--- src/rtl/gf2_pkg.sv ---
// Shared GF(2) matrix-multiply definitions: sequencer state type and the
// gfm_mac command encodings used by the sequencer and by MAC users.
package gf2_pkg;

  typedef enum logic [1:0] {
    ST_IDLE  = 2'd0,
    ST_CLEAR = 2'd1,
    ST_ACCUM = 2'd2,
    ST_FLUSH = 2'd3
  } gfm_state_t;

  // MAC command field: bit 1 marks a writing command, bit 0 picks load vs. XOR.
  localparam logic [1:0] SEL_HOLD = 2'b00;
  localparam logic [1:0] SEL_ACC  = 2'b10;
  localparam logic [1:0] SEL_LOAD = 2'b11;

  // True when a command changes the MAC register (accumulate or load).
  function automatic logic sel_writes(input logic [1:0] sel);
    return sel[1];
  endfunction

endpackage

--- src/rtl/gfm_seq.sv ---
// GF(2) vector-matrix sequencer: streams N matrix rows and issues registered
// commands to a downstream gfm_mac so that, at done, the MAC holds the XOR of
// the rows selected by the latched vector.
module gfm_seq
  import gf2_pkg::*;
#(
  parameter int N = 32
) (
  input  logic         clk,
  input  logic         reset,
  input  logic         start,
  input  logic [N-1:0] vec,
  output logic         busy,
  output logic         done,
  input  logic         row_valid,
  input  logic [N-1:0] row_data,
  output logic         row_ready,
  output logic         mac_clk_en,
  output logic [1:0]   mac_sel,
  output logic [N-1:0] mac_load_top,
  output logic [N-1:0] mac_load_side
);

  localparam int IW = $clog2(N);
  localparam logic [IW-1:0] LAST_IDX = IW'(N - 1);

  gfm_state_t   state_q, state_d;
  logic [N-1:0] vec_q, vec_d;
  logic [IW-1:0] idx_q, idx_d;
  logic         done_q, done_d;
  logic         en_q, en_d;
  logic [1:0]   sel_q, sel_d;
  logic [N-1:0] top_q, top_d;
  logic [N-1:0] side_q, side_d;
  logic         xfer;

  assign row_ready = (state_q == ST_ACCUM);
  assign xfer      = row_ready && row_valid;

  // Next-state and next-command logic; every command defaults to idle.
  always_comb begin
    state_d = state_q;
    vec_d   = vec_q;
    idx_d   = idx_q;
    done_d  = 1'b0;
    en_d    = 1'b0;
    sel_d   = SEL_HOLD;
    top_d   = '0;
    side_d  = '0;
    case (state_q)
      ST_IDLE: begin
        if (start) begin
          vec_d   = vec;
          state_d = ST_CLEAR;
        end
      end
      ST_CLEAR: begin
        // Zero the MAC by loading an all-zero top operand.
        en_d    = 1'b1;
        sel_d   = SEL_LOAD;
        idx_d   = '0;
        state_d = ST_ACCUM;
      end
      ST_ACCUM: begin
        if (xfer) begin
          // Unselected rows are still consumed to keep the stream aligned.
          if (vec_q[idx_q]) begin
            en_d   = 1'b1;
            sel_d  = SEL_ACC;
            side_d = row_data;
          end
          if (idx_q == LAST_IDX) begin
            state_d = ST_FLUSH;
          end else begin
            idx_d = idx_q + 1'b1;
          end
        end
      end
      ST_FLUSH: begin
        // The last row's command lands in the MAC at this edge.
        done_d  = 1'b1;
        state_d = ST_IDLE;
      end
      default: begin
        state_d = ST_IDLE;
      end
    endcase
  end

  // State, operand and registered-command flops.
  always_ff @(posedge clk) begin
    if (reset) begin
      state_q <= ST_IDLE;
      vec_q   <= '0;
      idx_q   <= '0;
      done_q  <= 1'b0;
      en_q    <= 1'b0;
      sel_q   <= SEL_HOLD;
      top_q   <= '0;
      side_q  <= '0;
    end else begin
      state_q <= state_d;
      vec_q   <= vec_d;
      idx_q   <= idx_d;
      done_q  <= done_d;
      en_q    <= en_d;
      sel_q   <= sel_d;
      top_q   <= top_d;
      side_q  <= side_d;
    end
  end

  assign busy          = (state_q != ST_IDLE);
  assign done          = done_q;
  assign mac_clk_en    = en_q;
  assign mac_sel       = sel_q;
  assign mac_load_top  = top_q;
  assign mac_load_side = side_q;

endmodule

--- config.mk ---
export PLATFORM = sky130hd
export DESIGN_NAME = gfm_seq
export DESIGN_NICKNAME = d
export VERILOG_FILES = /design/src/rtl/gf2_pkg.sv /design/src/rtl/gfm_seq.sv
export SDC_FILE = /design/constraint.sdc
export NUM_CORES = 1
export LEC_CHECK = 0
export ABC_AREA = 1
export CORE_UTILIZATION = 42
export DETAILED_ROUTE_END_ITERATION = 12
export PLACE_DENSITY = 0.8
export REMOVE_ABC_BUFFERS = 1
export SYNTH_ARGS = -nofsm -noshare
export SYNTH_HDL_FRONTEND = slang
export SYNTH_SLANG_ARGS = --single-unit
--- constraint.sdc ---
create_clock -name clk -period 2 [get_ports clk]
set_clock_uncertainty 0.05 [all_clocks]
set_input_delay 0.3 -clock clk [delete_from_list [all_inputs] [get_ports clk]]
set_output_delay 0.3 -clock clk [all_outputs]
set_load 0.005 [all_outputs]
==> qor.yml <==
outcome: "finished, final reports clean"
pin_count: 138
crit_fanout: 7
grt_first_pass_wirelength_um: 10990
clock_sinks: 74
first_pass_iters: 4
grt.total_usage_pct: 18.52
worstSetupPathDepth: 3
initialDrtViolationCount: 97
cts_inserted_buffers: 9
core_area_sq_um: 7292
antenna_left: 0
final_min_period_over_clock_period_pct: 94.96
die_x_um: 88.87
via_per_inst: 4.383
count_of_buffering_cells_on_the_critical_path_with_inverters_included: 2
drive_gt1_share_pct: 12.12
crit_path_cell_trace: "inv_1 -> ha_2 -> clkdlybuf4s50_1"
grt_antenna_before_repair: 0
hold_viol: 0
slowest_cell_on_crit_path: "clkdlybuf4s50_1"
min-delay-path-class: "in -> reg"
cellPowerDensity_nw_per_um2: 935.3
clock_tree_from_tritoncts: "yes"
finish.net_count: 590
htree_levels: 3
route.final.wire_length_um: 6820
maximum_number_of_pins_on_one_net_before_global_route_repair: 33
rsz0062_at_grt: "no"
chip_height_um: 88.87
synthSimpleGateAreaFrac_pct: 26.29
worst_path_dominant_cell_family: "buffers and inverters"
insertion_delay_ns: 0.34
placementRows: 31
post_synth_xor_area_fraction_pct: 0
power_report.internal_total_mw: 2.901
timing.max_cap.violations: 0
crit_path_dat_ns: 1.55
syn_to_final_growth_pct: 39.24
dominant_combinational_cell_family_by_area_after_synthesis: "simple AND/OR/NAND/NOR gates"
worst_ep_required_time_ns: 1.65
timing.final.max_slew_violations: 0
dpl.hpwl_um: 5150
num_antenna_cells: 0
seq_area_frac_synth_pct: 46.74
setup_viol_count_final: 0
design_power_total_mw: 4.128
synth_adder_area_share_pct: 2.764
ctsRootBufferMaster: "clkbuf_8"
p_switching_mw: 1.227
timing.fmax_mhz: 526.6
grt_overflow: 0
min_delay_path_depth: 3
comb_power_share_pct: 25.7
critPathCaptureType: "output pin"
power_switching_share_pct: 29.72
min_period_ns: 1.899
power.share.clock_pct: 30.4
grt_pass1_vias: 2505
ys.warnings.count: 0
mappedNetlistArea_sq_um: 3169
synth_compound_gate_area_share_pct: 7.264
tns_ns: 0
cp_slowest_stage_delay_ns: 0.52
cts_hold_buffers: 0
clkTransAtPathRegs_ns: 0.08
worstRegToRegCells: 10
post-route-util_pct: 60.52
detail_route.wl_per_cell_um: 11.02
sequentialPowerShare_pct: 43.9
detail_route.drc_violations: 0
crit_path_start_kind: "flop"
io_buffers: 105
netlist-cell-type-count: 21
synth.area.mux_share_pct: 0
cts.repair_timing.setup_buffer_count: 0
power.static_leakage_nw: 1.914
peakVddDrop_uv: 393.3
synthesized_netlist_cell_count: 409
routabilityCongestion: 0.8263
worst-setup-path-type: "reg -> out"
cts_buffer_depth: 2
final.setup.worst_slack_ns: 0.1009
postSynthAreaPerCell_sq_um: 7.749
ys_seq_elements: 74
starting_density_pct: 43.46
fp.dieArea_sq_um: 7897
num_vias: 2713
detailedPlace.worstSlack_ns: 0.1632
[state kept, by name, summed over array words and instances, names as in the netlist]
name,flops
mac_load_side,32
vec_q,32
state_q,2
idx_q,5
mac_clk_en,1
done,1
mac_sel,1
[metrics by stage]
step / cell area, sq um / instances / hold slack (ns)
2_1_floorplan: 2932 / 390 / 0.3191
3_3_place_gp: 4187 / 603 / 0.4189
3_5_place_dp: 4187 / 603 / 0.4243
4_1_cts: 4405 / 619 / 0.4163
5_1_grt: 4413 / 619 / 0.4244
6_report: 4413 / 619 / 0.4313
[metal layers]
metal | routed length, um | track usage [%]
met4 | 55 | 7.478
met1 | 2725 | 19.79
met2 | 3269 | 31.12
met5 | 0 | 0
met3 | 770 | 9.328
[power by group through the flow]
stage | combinational [mW] | sequential, mW | clock (mW)
floorplan | 0.626 | 1.82 | 0
global placement | 1.01 | 1.83 | 0
detailed placement | 1.05 | 1.84 | 0
CTS | 1.06 | 1.81 | 1.29
global route | 1.21 | 1.83 | 1.36
finish | 1.06 | 1.81 | 1.26
[Yosys cell counts (all sizes together)]
library cell,instances,area [sq um]
ha,7,87.58
nand3,27,140.1
conb,1,3.750
a21oi,8,40.04
dfxtp,74,1481
nand3b,1,11.26
nand4,1,21.27
o21ai,38,190.2
nor2,102,457.9
buf,41,320.3
clkbuf,9,33.78
nor3,3,15.01
inv,47,178.9
nand2,50,187.7
[kinds of logic (layout without fill, tap and decap cells)]
kind of cell	count (synthesis)	count (layout)
fa+ha+maj	7	7
buf+inv	97	177
compound gates	46	46
flops	74	74
other cells	1	32
simple gates	184	184
[placed cells by master (no fill, tap or decap), drive strengths merged, types with 7 or more instances in the layout]
master,synthesis,routed
a21oi,8,8
buf,41,9
clkbuf,9,11
clkdlybuf4s50,0,105
conb,1,32
dfxtp,74,74
ha,7,7
inv,47,47
nand2,50,50
nand3,27,27
nor2,102,102
o21ai,38,38
[area by class of cell]
class	count	area, sq um
Fill cell	621	2879
Tap cell	99	123.9
Clock inverter	5	77.57
Clock buffer	11	141.4
Sequential cell	74	1484
Inverter	47	178.9
Timing Repair Buffer	114	1131
Multi-Input combinational cell	269	1276
[final timing paths]
| check | from | endpoint | slack [ns] |
|---|---|---|---|
| worst max register to register | idx_q[0] | idx_q[3] | 0.14 |
| worst max-delay path | state_q[0] | row_ready | 0.10 |
| worst min-delay path | row_data[31] | mac_load_side[31] | 0.43 |
| worst min register to register | vec_q[14] | vec_q[14] | 0.44 |
[timing repair]
action                     in CTS  in global routing
hold endpoints to repair        0                  0
setup endpoints to repair       0                  3
resized for setup               0                  5
[worst min-delay path: stages]
cell,delay [ns]
clkdlybuf4s50_1,0.39
inv_1,0.05
nor2_1,0.04
Note: power is estimated with default switching activity, not from simulation.
